==> src/rtl/kt_cmd_pkg.sv <==
// Purpose: shared state/mode enums and response codes for the command arbiter.
// Latency: none (types and constants only).
// Backpressure: n/a.
package kt_cmd_pkg;

    typedef enum logic [1:0] {
        IDLE      = 2'd0,
        GRANT     = 2'd1,
        WAIT_RESP = 2'd2,
        HOLD      = 2'd3
    } arb_state_t;

    typedef enum logic {
        PRIORITY    = 1'b0,
        ROUND_ROBIN = 1'b1
    } arb_mode_t;

    localparam logic [7:0] RESP_DONE = 8'hA5;
    localparam logic [7:0] RESP_BUSY = 8'h5A;

endpackage

==> src/rtl/rr_arbiter.sv <==
// Purpose: pick one requesting source, fixed priority or round-robin from last winner+1.
// Latency: combinational winner; pointer updates on the cycle the winner is accepted.
// Backpressure: pointer only moves when advance is asserted, so an unaccepted pick is re-evaluated.
module rr_arbiter
    import kt_cmd_pkg::*;
#(
    parameter int        NUM_SRC  = 2,
    parameter arb_mode_t ARB_MODE = PRIORITY,
    localparam int       IDX_W    = $clog2(NUM_SRC)
)(
    input  logic               clk,
    input  logic               rst_n,
    input  logic [NUM_SRC-1:0] req,
    input  logic               advance,
    output logic               win_vld,
    output logic [IDX_W-1:0]   win_idx
);

    logic [IDX_W-1:0] last_idx;
    int               cand;

    // Scan sources starting after the last winner (or at 0 in priority mode); first hit wins.
    always_comb begin
        win_vld = 1'b0;
        win_idx = '0;
        cand    = 0;
        for (int k = 1; k <= NUM_SRC; k++) begin
            if (ARB_MODE == ROUND_ROBIN) begin
                cand = int'(last_idx) + k;
                if (cand >= NUM_SRC) begin
                    cand = cand - NUM_SRC;
                end
            end else begin
                cand = k - 1;
            end
            if (!win_vld && req[cand]) begin
                win_vld = 1'b1;
                win_idx = IDX_W'(cand);
            end
        end
    end

    // Remember the accepted winner; reset value makes source 0 the first round-robin pick.
    always_ff @(posedge clk or negedge rst_n) begin
        if (!rst_n) begin
            last_idx <= IDX_W'(NUM_SRC - 1);
        end else if (advance && win_vld) begin
            last_idx <= win_idx;
        end
    end

endmodule

==> src/rtl/cmd_arbiter.sv <==
// Purpose: multiplex several command sources onto one cmd_proc, owning it until the sequence ends.
// Latency: grant/cmd/cmd_rdy one cycle after a ready source is seen in IDLE or HOLD.
// Backpressure: cmd held stable until clr_cmd_rdy; watchdog forces release after TIMEOUT_CYC cycles.
module cmd_arbiter
    import kt_cmd_pkg::*;
#(
    parameter int          NUM_SRC     = 2,
    parameter int          CMD_W       = 16,
    parameter arb_mode_t   ARB_MODE    = PRIORITY,
    parameter int unsigned TIMEOUT_CYC = 32'd1 << 20
)(
    input  logic                     clk,
    input  logic                     rst_n,
    input  logic [NUM_SRC*CMD_W-1:0] src_cmd,
    input  logic [NUM_SRC-1:0]       src_cmd_rdy,
    input  logic [NUM_SRC-1:0]       src_last,
    output logic [NUM_SRC-1:0]       src_clr,
    output logic [CMD_W-1:0]         cmd,
    output logic                     cmd_rdy,
    input  logic                     clr_cmd_rdy,
    input  logic                     send_resp,
    output logic [7:0]               resp,
    output logic [NUM_SRC-1:0]       resp_src,
    output logic [NUM_SRC-1:0]       grant,
    output logic                     timeout
);

    localparam int          IDX_W    = $clog2(NUM_SRC);
    localparam logic [31:0] TMO_LAST = 32'(TIMEOUT_CYC - 1);

    arb_state_t         state, state_d;
    logic [CMD_W-1:0]   cmd_d;
    logic               cmd_rdy_d;
    logic               last_q, last_d;
    logic [7:0]         resp_d;
    logic [NUM_SRC-1:0] grant_d, src_clr_d, resp_src_d;
    logic [IDX_W-1:0]   own_idx, own_idx_d;
    logic               timeout_d;
    logic [31:0]        tmo_cnt, tmo_cnt_d;
    logic               win_vld;
    logic [IDX_W-1:0]   win_idx;
    logic               arb_advance;
    logic               do_resp, do_tmo;

    rr_arbiter #(
        .NUM_SRC  (NUM_SRC),
        .ARB_MODE (ARB_MODE)
    ) u_rr_arbiter (
        .clk     (clk),
        .rst_n   (rst_n),
        .req     (src_cmd_rdy),
        .advance (arb_advance),
        .win_vld (win_vld),
        .win_idx (win_idx)
    );

    // Next-state and output decode; response and forced release are applied after the case.
    always_comb begin
        state_d     = state;
        cmd_d       = cmd;
        cmd_rdy_d   = cmd_rdy;
        last_d      = last_q;
        resp_d      = resp;
        grant_d     = grant;
        own_idx_d   = own_idx;
        src_clr_d   = '0;
        resp_src_d  = '0;
        timeout_d   = 1'b0;
        tmo_cnt_d   = tmo_cnt;
        arb_advance = 1'b0;
        do_resp     = 1'b0;
        do_tmo      = 1'b0;

        case (state)
            IDLE: begin
                if (win_vld) begin
                    arb_advance       = 1'b1;
                    own_idx_d         = win_idx;
                    grant_d           = '0;
                    grant_d[win_idx]  = 1'b1;
                    cmd_d             = src_cmd[win_idx*CMD_W +: CMD_W];
                    last_d            = src_last[win_idx];
                    cmd_rdy_d         = 1'b1;
                    state_d           = GRANT;
                end
            end
            GRANT: begin
                if (clr_cmd_rdy) begin
                    cmd_rdy_d = 1'b0;
                    src_clr_d = grant;
                    if (send_resp) begin
                        do_resp = 1'b1;
                    end else begin
                        state_d   = WAIT_RESP;
                        tmo_cnt_d = '0;
                    end
                end
            end
            WAIT_RESP: begin
                if (send_resp) begin
                    do_resp = 1'b1;
                end else if (tmo_cnt == TMO_LAST) begin
                    do_tmo = 1'b1;
                end else begin
                    tmo_cnt_d = tmo_cnt + 32'd1;
                end
            end
            HOLD: begin
                // Only the owning source may continue; everyone else waits for IDLE.
                if (src_cmd_rdy[own_idx]) begin
                    cmd_d     = src_cmd[own_idx*CMD_W +: CMD_W];
                    last_d    = src_last[own_idx];
                    cmd_rdy_d = 1'b1;
                    state_d   = GRANT;
                end else if (tmo_cnt == TMO_LAST) begin
                    do_tmo = 1'b1;
                end else begin
                    tmo_cnt_d = tmo_cnt + 32'd1;
                end
            end
            default: begin
                state_d = IDLE;
            end
        endcase

        if (do_resp) begin
            resp_d     = last_q ? RESP_DONE : RESP_BUSY;
            resp_src_d = grant;
            tmo_cnt_d  = '0;
            if (last_q) begin
                state_d = IDLE;
                grant_d = '0;
            end else begin
                state_d = HOLD;
            end
        end

        if (do_tmo) begin
            timeout_d = 1'b1;
            state_d   = IDLE;
            grant_d   = '0;
        end
    end

    // State and registered outputs; reset abandons any transaction silently.
    always_ff @(posedge clk or negedge rst_n) begin
        if (!rst_n) begin
            state    <= IDLE;
            cmd      <= '0;
            cmd_rdy  <= 1'b0;
            last_q   <= 1'b0;
            resp     <= '0;
            grant    <= '0;
            own_idx  <= '0;
            src_clr  <= '0;
            resp_src <= '0;
            timeout  <= 1'b0;
            tmo_cnt  <= '0;
        end else begin
            state    <= state_d;
            cmd      <= cmd_d;
            cmd_rdy  <= cmd_rdy_d;
            last_q   <= last_d;
            resp     <= resp_d;
            grant    <= grant_d;
            own_idx  <= own_idx_d;
            src_clr  <= src_clr_d;
            resp_src <= resp_src_d;
            timeout  <= timeout_d;
            tmo_cnt  <= tmo_cnt_d;
        end
    end

endmodule

==> config.mk <==
export PLATFORM = sky130hd
export DESIGN_NAME = cmd_arbiter
export DESIGN_NICKNAME = d
export VERILOG_FILES = /design/src/rtl/kt_cmd_pkg.sv /design/src/rtl/rr_arbiter.sv /design/src/rtl/cmd_arbiter.sv
export SDC_FILE = /design/constraint.sdc
export NUM_CORES = 1
export LEC_CHECK = 0
export CORE_ASPECT_RATIO = 1.5
export CORE_MARGIN = 4
export CORE_UTILIZATION = 56
export CTS_CLUSTER_DIAMETER = 80
export DETAILED_ROUTE_END_ITERATION = 16
export GPL_ROUTABILITY_DRIVEN = 0
export PLACE_DENSITY = 0.91
export SYNTH_ARGS = -nofsm -noshare
export SYNTH_HDL_FRONTEND = slang
export SYNTH_SLANG_ARGS = --single-unit
==> constraint.sdc <==
create_clock -name clk -period 3.7 [get_ports clk]
set_input_delay 0.74 -clock clk [delete_from_list [all_inputs] [get_ports clk]]
set_output_delay 0.74 -clock clk [all_outputs]
set_load 0.01 [all_outputs]
======== After elaboration in Yosys (flattened, before gate mapping) ========
Index checks and enable logic that the tools add are counted.
operators by class
  mux-type cells .......................... 53
  $add $sub $neg .......................... 1
  magnitude comparators ................... 3
  reduce and logical (&&, ||, !) cells .... 13
  equality and inequality tests ........... 15
  shift operators ......................... 2
operators with widths
  kind                   number
  $mux 32                6
  $pmux 32 s3            1
  $shiftx 32x6->16       2
  $add 32x1->32 const B  1
  $eq 32x20->1 const B   1
  $mux 16                2
  $pmux 16 s2            1
  $mux 2                 15
  $mux 1                 21
  $ne 3x3->1 const B     4
  $ne 4x4->1 const B     3
  $reduce_and 5->1       2
  $mux 8                 1
  $pmux 1 s2             3
  $pmux 2 s3             1
  $reduce_bool 5->1      1
  $eq 2x2->1 const B     2
  $lt 1x2->1 const B     2
  $ne 2x2->1 const B     2
  $ne 4x3->1 const B     1
  $reduce_and 4->1       1
  $reduce_bool 4->1      1
  $pmux 1 s3             1
  $reduce_and 3->1       1
  other kinds (10)       11
storage, ports and cells
  output and inout bits ................... 32
  input bits .............................. 40
  register bits ........................... 68
  word-level logic and storage cells ...... 98

======== Longest topological paths before layout ========
  word-level depth ........................ 13
  depth in mapped cells ................... 11
  mapped depth without buffers ............ 7

======== By module ========
A second synthesis with hierarchy kept.
second synthesis, totals
  cells, all modules ...................... 380
  area, all modules ....................... 3,594.7 um^2
modules (own cells, without submodules)
  module       sequential area each (um^2)  area each (um^2)  cells an instance  times used
  cmd_arbiter  1,551.5                      3,582.2           378                1
  rr_arbiter   0.0                          12.5              2                  1

======== Least setup slack after synthesis ========
No wires, ideal clock.
  path kind ............................... input to register
  start point ............................. input port clr_cmd_rdy
  end point ............................... register tmo_cnt[12]
  library setup time ...................... 0.069 ns
  required time ........................... 3.631 ns
  arrival time ............................ 2.208 ns
  buffers on the path ..................... 1
  cell stages on the path ................. 6
  setup slack ............................. 1.423 ns
  cell sequence ........................... a21o_1 > a21o_1 > buf_2 > or3_4 > or4_1 > nand3_1
between the ends
  word-level cells in the longest chain between the ends .. 4
  elaborated cells between the ends (all ways) .. 9
  classes of those cells .................. 4 x eq/ne; 3 x mux; 2 x reduce/logical
RTL lines
  what                                                       RTL line            RTL
  start: declaration                                         cmd_arbiter.sv:20   input logic clr_cmd_rdy,
  $mux 1                                                     cmd_arbiter.sv:88   if (clr_cmd_rdy) begin
  $pmux 1 s2                                                 cmd_arbiter.sv:74   case (state)
  $ne 3x3->1 (no line) or $reduce_bool 4->1 (tied branches)  n/a
  $reduce_and 5->1 (no line)                                 n/a
  end signal: assignment                                     cmd_arbiter.sv:170  tmo_cnt <= tmo_cnt_d;
  end: declaration                                           cmd_arbiter.sv:39   logic [31:0] tmo_cnt, tmo_cnt_d;
Several ways; a longest one is shown, not always the timed one.
A chain may end at the register's enable or synchronous reset.

======== Worst setup path in the final report ========
  start point ............................. input port send_resp
  end point ............................... register tmo_cnt[11]
between the ends
  word-level cells in the longest chain between the ends .. 5
  elaborated cells between the ends (all ways) .. 10
  classes of those cells .................. 4 x eq/ne; 4 x mux; 2 x reduce/logical
RTL lines
  what                                                       RTL line                               RTL
  start: declaration                                         cmd_arbiter.sv:21                      input logic send_resp,
  $mux 1                                                     cmd_arbiter.sv:91, cmd_arbiter.sv:100
  $mux 1                                                     cmd_arbiter.sv:88
  $pmux 1 s2                                                 cmd_arbiter.sv:74
  $ne 3x3->1 (no line) or $reduce_bool 4->1 (tied branches)  n/a
  $reduce_and 5->1 (no line)                                 n/a
Several ways; a longest one is shown, not always the timed one.

==> impl_metrics.ini <==
[floorplanning]
ioPinCount = 72
placementRows = 35
die_y_um = 105
die-area_um2 = 7690
die_w_um = 72.9
coreArea_um2 = 6130
start_util_pct = 57.8

[power]
power.density_nw_per_um2 = 733
finalPower_mw = 3.26
p_leak_nw = 1.86
vdd.ir_drop.worst_uv = 427

[synth]
ys_ff_latch = 62
syn_avg_cell_area_um2 = 9.29
ys_async_sr_fraction_pct = 100
synth-simple-area-share_pct = 24.4
synth_top_area_share_pct = 43.8
synth_top_family_by_area = simple AND/OR/NAND/NOR gates
yosys_warnings = 0
syn_nets = 427
ys_types = 51
synth_area_um2 = 3540
synthAdderAreaFrac_pct = 2.12
synth_most_common_cell = dfrtp_1
synth-compound-area-share_pct = 18.0
synth-edff-count = 0
synth_xor_area_share_pct = 0
seq_area_frac_synth_pct = 43.8
dominantRegCellSynth = dfrtp_1
muxShareOfSynthArea_pct = 6.61
postSynthCellCount = 381
synth.area.top_cells = dfrtp_1 (44%), a21oi_1 (5.7%), mux2i_1 (5.7%), o31ai_1 (3.8%), nor2_1 (3.2%)
synth_common_cells = dfrtp_1 (62), a21oi_1 (40), nor2_1 (30)
post-synth-top-area-cell = dfrtp_1

[sta]
tightest_slew_ps = 1100
finalHoldViolations = 0
slew_headroom_pct = 26.3
rsz0062_at_grt = false
setup-violations-final = 0
finalCriticalPeriod_ps = 2980
clock.fmax_mhz = 335
clock_skew_ps = 11.3
layout_worst_path_cycle_share_pct = 80.6
tns_ps = 0
maxSlewViolCount = 0

[drt]
wirelength_um = 9530
via_per_inst = 6.53
drtPass1Iterations = 5
wl_per_cell_um = 18.3
drc = 0
vias = 3401
drt_iter0_markers = 334
antenna_left = 0

[global_route]
grt_start_max_net_pins = 38
overflow = 0
grtUsageTotal_pct = 26.2
first_global_vias = 3393
grt_pass1_wl_um = 15900
antenna_found_initial = 0

[clocking]
clkSinkCount = 62
clk_path_buf_depth = 2
h-tree-depth = 3
postCtsHoldBufs = 0
tritoncts = done
insertion_delay_ps = 350
clockRootBuffer = clkbuf_8
post_cts_resized = 0
cts.clk_slew.worst_paths_ps = 70
cts_buffers = 9
postCtsSetupRepairBufs = 0

[critical_path]
cp_cell_sequence = clkdlybuf4s50_1, and2_1, nand2_1, a21o_1, buf_4, or4_1, a21oi_1
required_ps = 3970
max_stage_delay_ps = 550
cp_num_buf_inv = 2
critical-path-slowest-cell = clkdlybuf4s50_1
cp_top_family = simple AND/OR/NAND/NOR gates
setup.worst_path.end_class = register
arrival_ps = 3250
crit_type = in -> reg
startpoint_type = primary input
crit_fanout = 24

[job]
maxCapViolCount = 0

[hold_path]
hp-class = in -> async

[final_layout]
final_nets = 489
fillers = 438
drive_above_1_share_pct = 8.28
utilization_pct = 72.5
areaGrowthSynthToFinish_pct = 25.5
antennaDiodeCount = 0

[status]
run_status = finished clean

[place]
dpl.hpwl_um = 6850
port_buffers = 71
routing by layer:
| metal | vias up | GRT usage, % | part of all wire, % |
|---|---|---|---|
| met4 | 0 | 11.1 | 2.7 |
| met5 | - | 0 | 0 |
| li1 | 1553 | - | - |
| met2 | 209 | 44.6 | 52 |
| met1 | 1605 | 31.6 | 37 |
| met3 | 34 | 5.25 | 8.7 |
cell type report:
class	instances	area (µm²)	area share, %
multi-input combinational	282	1820	40.9
sequential	62	1550	34.9
timing repair buffer	78	758	17.1
clock buffer	11	141	3.18
tap	74	92.6	2.08
clock inverter	4	47.5	1.07
inverter	10	37.5	0.845
cells in the final DEF, fill, tap and decap left out, types with 3 or more instances in the layout:
cell	netlist	routed
a21o_1	4	4
a21oi_1	40	40
a2bb2oi_1	3	3
a31oi_1	4	4
and2_1	7	7
and3_1	5	5
and4_1	3	3
buf_4	7	7
clkbuf_8	0	10
clkdlybuf4s50_1	0	70
dfrtp_1	62	62
ha_1	6	6
inv_1	10	10
mux2i_1	20	20
nand2_1	24	24
nand3_1	17	17
nand4_1	11	11
nor2_1	30	30
nor3_1	9	8
nor4_1	7	7
o211ai_1	3	3
o21ai_0	19	19
o31ai_1	18	18
or2_2	3	3
or3_1	3	3
or4_1	15	15
sequential cells by signal, indices dropped and copies added (netlist names):
name / count
resp: 2
own_idx: 1
grant: 2
cmd: 16
cmd_rdy: 1
src_clr: 2
timeout: 1
tmo_cnt: 32
last_q: 1
state: 2
resp_src: 2
stage by stage:
step                      hold slack [ps]  setup slack (ps)  area, µm²  std cells
after floorplan                       444              1420       3540        381
after global placement                504               544       4260        506
after detailed placement              496               422       4260        506
after CTS                             507               751       4440        521
after global routing                  554               565       4440        521
final                                 490               718       4440        521
path summary, 6_finish.rpt:
kind / from / end / slack [ps] / depth (start not counted)
min: rst_n / grant[0]$_DFF_PN0_ / 490 / 1
min in group clk: cmd[14]$_DFFE_PN0P_ / cmd[14]$_DFFE_PN0P_ / 530 / 2
max reg2reg: state[0]$_DFFE_PN0P_ / tmo_cnt[17]$_DFFE_PN0P_ / 770 / 7
max in group asynchronous: rst_n / cmd[13]$_DFFE_PN0P_ / 2350 / 2
min reg2reg: cmd[14]$_DFFE_PN0P_ / cmd[14]$_DFFE_PN0P_ / 530 / 2
max: send_resp / tmo_cnt[11]$_DFFE_PN0P_ / 720 / 7
cells by family (layout without fill, tap and decap cells):
family | after synthesis | after routing
simple gates | 150 | 150
fa+ha+maj | 6 | 6
mux | 23 | 23
buf+inv | 37 | 103
compound gates | 103 | 103
flops | 62 | 62
report_power, final:
part           internal, mW  switching [mW]  total, mW
Combinational         0.702           0.973       1.68
Sequential            0.859           0.137      0.996
Clock                 0.323           0.263      0.587
Power figures use the tool's default switching activity.
